[src/rtl/red_pkg.sv]
// Shared types and constants for the RED nibble-reduction sequencer.
package red_pkg;

    typedef enum logic [1:0] {
        IDLE = 2'd0,
        LO   = 2'd1,
        HI   = 2'd2,
        DONE = 2'd3
    } red_state_t;

    localparam int RED_NIBBLES = 8;
    localparam int RED_ACC_W   = 8;
    localparam int RED_DATA_W  = 16;

endpackage

[src/rtl/red_nib_sel.sv]
// Selects nibble idx from the latched {src2,src1} operand pair.
module red_nib_sel
    import red_pkg::*;
(
    input  logic [2*RED_DATA_W-1:0] ops,
    input  logic [2:0]              idx,
    output logic [3:0]              nib,
    output logic                    sign
);

    always_comb begin
        nib  = ops[{idx, 2'b00} +: 4];
        sign = nib[3];
    end

endmodule

[src/rtl/red_seq_ctrl.sv]
// RED sequencer: sums eight signed nibbles over a shared external 4-bit slice.
// Optional RED_ZERO_SKIP_EN: zero nibbles retire in one cycle instead of two.
module red_seq_ctrl
    import red_pkg::*;
#(
    parameter int DATA_W = RED_DATA_W,
    parameter int ACC_W  = RED_ACC_W
) (
    input  logic              clk,
    input  logic              rst,
    input  logic              start,
    input  logic              flush,
    input  logic [DATA_W-1:0] src1,
    input  logic [DATA_W-1:0] src2,
    output logic              busy,
    output logic              done,
    output logic [DATA_W-1:0] red_result,
    output logic [3:0]        cla_a,
    output logic [3:0]        cla_b,
    output logic              cla_cin,
    input  logic [4:0]        cla_s
);

    red_state_t          state;
    red_state_t          state_nx;
    logic [2*DATA_W-1:0] ops;
    logic [ACC_W-1:0]    acc;
    logic [ACC_W-1:0]    acc_fin;
    logic                carry;
    logic [2:0]          idx;
    logic [3:0]          nib;
    logic                sign;
    logic                last;
    logic                skip;

    red_nib_sel u_nib_sel (
        .ops  (ops),
        .idx  (idx),
        .nib  (nib),
        .sign (sign)
    );

    assign last = (idx == 3'(RED_NIBBLES - 1));

`ifdef RED_ZERO_SKIP_EN
    assign skip = (nib == 4'h0);
`else
    assign skip = 1'b0;
`endif

    always_ff @(posedge clk) begin
        if (rst) begin
            state <= IDLE;
        end else begin
            state <= state_nx;
        end
    end

    always_comb begin
        state_nx = state;
        if (flush) begin
            state_nx = IDLE;
        end else begin
            unique case (state)
                IDLE: if (start) state_nx = LO;
                LO: begin
                    if (!skip)     state_nx = HI;
                    else if (last) state_nx = DONE;
                    else           state_nx = LO;
                end
                HI:   state_nx = last ? DONE : LO;
                DONE: state_nx = IDLE;
                default: state_nx = IDLE;
            endcase
        end
    end

    always_comb begin
        busy    = (state != IDLE);
        done    = (state == DONE);
        cla_a   = 4'h0;
        cla_b   = 4'h0;
        cla_cin = 1'b0;
        unique case (state)
            LO: begin
                cla_a = acc[3:0];
                cla_b = nib;
            end
            HI: begin
                cla_a   = acc[7:4];
                cla_b   = {4{sign}};
                cla_cin = carry;
            end
            default: ;
        endcase
    end

    // The final HI pass commits its upper nibble in the same edge as the result.
    assign acc_fin = (state == HI) ? {cla_s[3:0], acc[3:0]} : acc;

    always_ff @(posedge clk) begin
        if (rst) begin
            ops        <= '0;
            acc        <= '0;
            carry      <= 1'b0;
            idx        <= 3'd0;
            red_result <= '0;
        end else begin
            unique case (state)
                IDLE: begin
                    if (start && !flush) begin
                        ops   <= {src2, src1};
                        acc   <= '0;
                        carry <= 1'b0;
                        idx   <= 3'd0;
                    end
                end
                LO: begin
                    if (skip) begin
                        if (!last) idx <= idx + 3'd1;
                    end else begin
                        acc[3:0] <= cla_s[3:0];
                        carry    <= cla_s[4];
                    end
                end
                HI: begin
                    acc[7:4] <= cla_s[3:0];
                    if (!last) idx <= idx + 3'd1;
                end
                default: ;
            endcase
            if (state_nx == DONE && state != DONE) begin
                red_result <= {{(DATA_W-ACC_W){acc_fin[ACC_W-1]}}, acc_fin};
            end
        end
    end

endmodule

[config.mk]
export PLATFORM = sky130hd
export DESIGN_NAME = red_seq_ctrl
export DESIGN_NICKNAME = d
export VERILOG_FILES = /design/src/rtl/red_pkg.sv /design/src/rtl/red_nib_sel.sv /design/src/rtl/red_seq_ctrl.sv
export SDC_FILE = /design/constraint.sdc
export NUM_CORES = 1
export LEC_CHECK = 0
export BUFFER_PORTS_ARGS = -buffer_cell sky130_fd_sc_hd__buf_4
export CORE_UTILIZATION = 45
export DETAILED_ROUTE_END_ITERATION = 10
export GPL_TIMING_DRIVEN = 0
export PLACE_DENSITY = 0.7
export SYNTH_ARGS = -nofsm -noshare
export SYNTH_HDL_FRONTEND = slang
export SYNTH_SLANG_ARGS = --single-unit
[constraint.sdc]
create_clock -name clk -period 2.3 [get_ports clk]
set_clock_uncertainty 0.1 [all_clocks]
set_input_delay 0.115 -clock clk [delete_from_list [all_inputs] [get_ports clk]]
set_output_delay 0.115 -clock clk [all_outputs]
set_load 0.05 [all_outputs]
==> impl_metrics.ini <==
[pwr]
p_sw_mw = 0.466
ir_drop_uv = 309
power_density_mw_per_mm2 = 515
combinationalPowerShare = 0.148
seq_power_share = 0.515
clkPwrFrac = 0.337
swShare = 0.245
finalPower_mw = 1.90
p_leak_nw = 1.51
p_int_mw = 1.44

[min_path]
hold-path-endpoint = ops[1]
hp-start = start
hp-class = in -> reg
min_path_cells = 4

[setup_path]
worstPathRequired_ns = 2.09
worstSetupPathType = reg -> out
crit_chain = clkbuf_1 > nand2b_1 > o22a_1 > nand2_1 > nor3_1 > buf_4
path_buf_inv = 2
rrSetupSlack_ns = 0.46
slowest_delay_ns = 0.34
cpMaxStageDelayCell = dfxtp_1
crit_arrival_ns = 1.97
r2r_cells = 7
startpoint_type = flip-flop
path_max_fanout = 8
crit_family = buffers and inverters
endpoint_kind = output port
reg2reg_to = ops[11]
reg2reg_from = state[0]

[clocking]
cts_tree = yes
cts_sinks = 54
clockBufferDepth = 2
cts.clk_slew.worst_paths_ns = 0.10
cts_made_buffers = 5
htreeDepth = 2
clock_latency_ns = 0.31
postCtsSetupBuffers = 0
ctsRootBufferMaster = clkbuf_8

[logic_synthesis]
syn_inst = 302
avgSynthCellArea_sq_um = 8.64
synth_cell_types = 44
syn-num-nets = 349
yosys_warnings = 0
synth-main-ff-cell = dfxtp_1
ys_ff_latch = 54
ys_seq_area_frac = 0.414
synth_edf_count = 0
synthesis.area_sq_mm = 0.00261
synth-async-reset-ratio = 0

[floorplanning]
die_h_um = 78.2
num_rows = 27
start_util = 0.471
io_pins = 68
coreArea_sq_mm = 0.00554
fp.dieW_um = 78.2
die_area_sq_mm = 0.00611

[placed_design]
dp_hpwl_um = 4600
portBuffers = 66
globalplace.congestion = 0.878

[timing]
period_share = 0.951
final_max_slew_viol_count = 0
final.setup.tns_ns = 0
rsz0062_at_grt = false
min_period_ns = 2.19
finalSetupViolCount = 0
hold_viol = 0
holdWs_ns = 0.132
tightest_slew_ns = 0.504
max_slew_margin = 0.664
fmax_mhz = 457

[grt]
grt_max_degree = 17
track_usage = 0.227
antenna_found_initial = 0
grt_pass1_vias = 2355
grt_pass1_wl_um = 10900
grt_overflow = 0

[route]
via_per_inst = 5.10
first_pass_iters = 4
vias = 2482
wirelength_um = 6770
drt_iter0_drc = 160
drc = 0
routedWlPerCell_um = 13.9
ant_nets = 0

[run_status]
status = completed

[final_layout]
antennaDiodeCount = 0
finish.net_count = 461
drive_gt1_frac = 0.277
area_delta_synth_final_pct = 41.7
postLayoutCoreUtil = 0.668

[job]
drv_cap = 0
## timing repair
action | in CTS | in global routing
gates resized for setup | 0 | 1
hold buffers | 39 | 0
endpoints found under the setup margin | 0 | 2
hold endpoints to repair | 47 | 0
## logic make-up (layout without fill, tap and decap cells)
logic type,after synthesis,after routing,synth area share
AO/OA/AOI/OAI,83,83,0.201
adder cells (fa/ha/maj),6,6,0.0288
buffers and inverters,33,146,0.0791
flip-flops,54,54,0.414
multiplexers,17,17,0.0853
AND/OR/NAND/NOR,109,109,0.191
## layout by cell type, fill, tap and decap left out, types with 3 or more instances in the layout
master / count
nor2b_1: 5
ha_1: 5
a22oi_1: 15
clkbuf_1: 11
mux2_2: 7
dfxtp_1: 54
nand2b_1: 3
a211oi_1: 5
mux4_2: 3
inv_1: 4
o21ai_0: 5
dlygate4sd3_1: 39
buf_4: 75
nand3_1: 4
o31ai_1: 3
buf_6: 3
clkbuf_8: 7
nand2_1: 68
a21oi_1: 42
buf_2: 5
mux2i_1: 5
nor2_1: 17
o22ai_1: 3
nor3_1: 3
## synthesized netlist by cell type (2+ instances only)
cell	n	area [sq um]
a211oi_1	5	37.5
a21oi_1	42	210
a22oi_1	15	113
buf_2	5	25.0
buf_4	9	67.6
buf_6	3	33.8
clkbuf_1	10	37.5
clkbuf_8	2	27.5
dfxtp_1	54	1080
ha_1	6	75.1
inv_1	4	15.0
mux2_2	7	78.8
mux2i_1	5	50.1
mux4_2	3	67.6
nand2_1	68	255
nand2b_1	3	18.8
nand3_1	4	20.0
nor2_1	17	63.8
nor2b_1	5	31.3
nor3_1	3	15.0
o21ai_0	5	25.0
o22ai_1	3	18.8
o31ai_1	3	22.5
## sequential cells by signal, summed over array words and instances, names as in the netlist
register    count
red_result      8
ops            32
idx             3
state           2
carry           1
acc             8
## cell type report
| type | instances | area [sq um] |
|---|---|---|
| inverters | 4 | 15.0 |
| repair buffers | 105 | 886 |
| clock buffers | 6 | 72.6 |
| well taps | 72 | 90.1 |
| multi-input cells | 215 | 1330 |
| flip-flops and latches | 54 | 1080 |
| clock inverters | 2 | 37.5 |
| fillers | 490 | 1840 |
| plain buffers | 29 | 191 |
## power by group through the flow
stage,Sequential [mW],Combinational (mW),Clock (mW)
CTS,0.981,0.278,0.649
global placement,1.00,0.223,0
floorplan,0.999,0.132,0
global route,0.985,0.305,0.684
detailed placement,1.00,0.225,0
finish,0.981,0.282,0.642
## how the worst max path moves through the flow
stage | startpoint | endpoint | slack (ns) | cells past startpoint
after floorplan | state[0] | cla_b[3] | 0.03 | 5
after CTS | state[0] | cla_b[3] | 0.12 | 6
final | idx[1] | cla_b[3] | 0.11 | 6
after detailed placement | state[0] | ops[13] | 0.44 | 7
after global placement | state[0] | cla_b[3] | 0.47 | 6
after global routing | state[0] | cla_b[3] | 0.005 | 6
## worst register-to-register path: cells and delay by family, from the launching register on
kind	cells	cell delay [ns]
simple gates	2	0.22
flops	1	0.40
compound gates	1	0.18
fa+ha+maj	1	0.22
buf+inv	3	0.65
## routing by layer
layer,share of wire,track usage,up-vias
met5,0,0,-
met4,0.0078,0.0648,0
met3,0.044,0.0326,5
met2,0.50,0.416,67
met1,0.45,0.273,1155
li1,-,-,1255
## per-stage QoR
step / std cells / worst slack [ns] / area (sq um)
6_report: 487 / 0.112 / 3700
5_1_grt: 487 / 0.00488 / 3700
4_1_cts: 487 / 0.122 / 3700
3_5_place_dp: 440 / 0.438 / 3200
3_3_place_gp: 440 / 0.473 / 3200
2_1_floorplan: 302 / 0.0305 / 2610
Note: power is estimated with default switching activity, not from simulation.
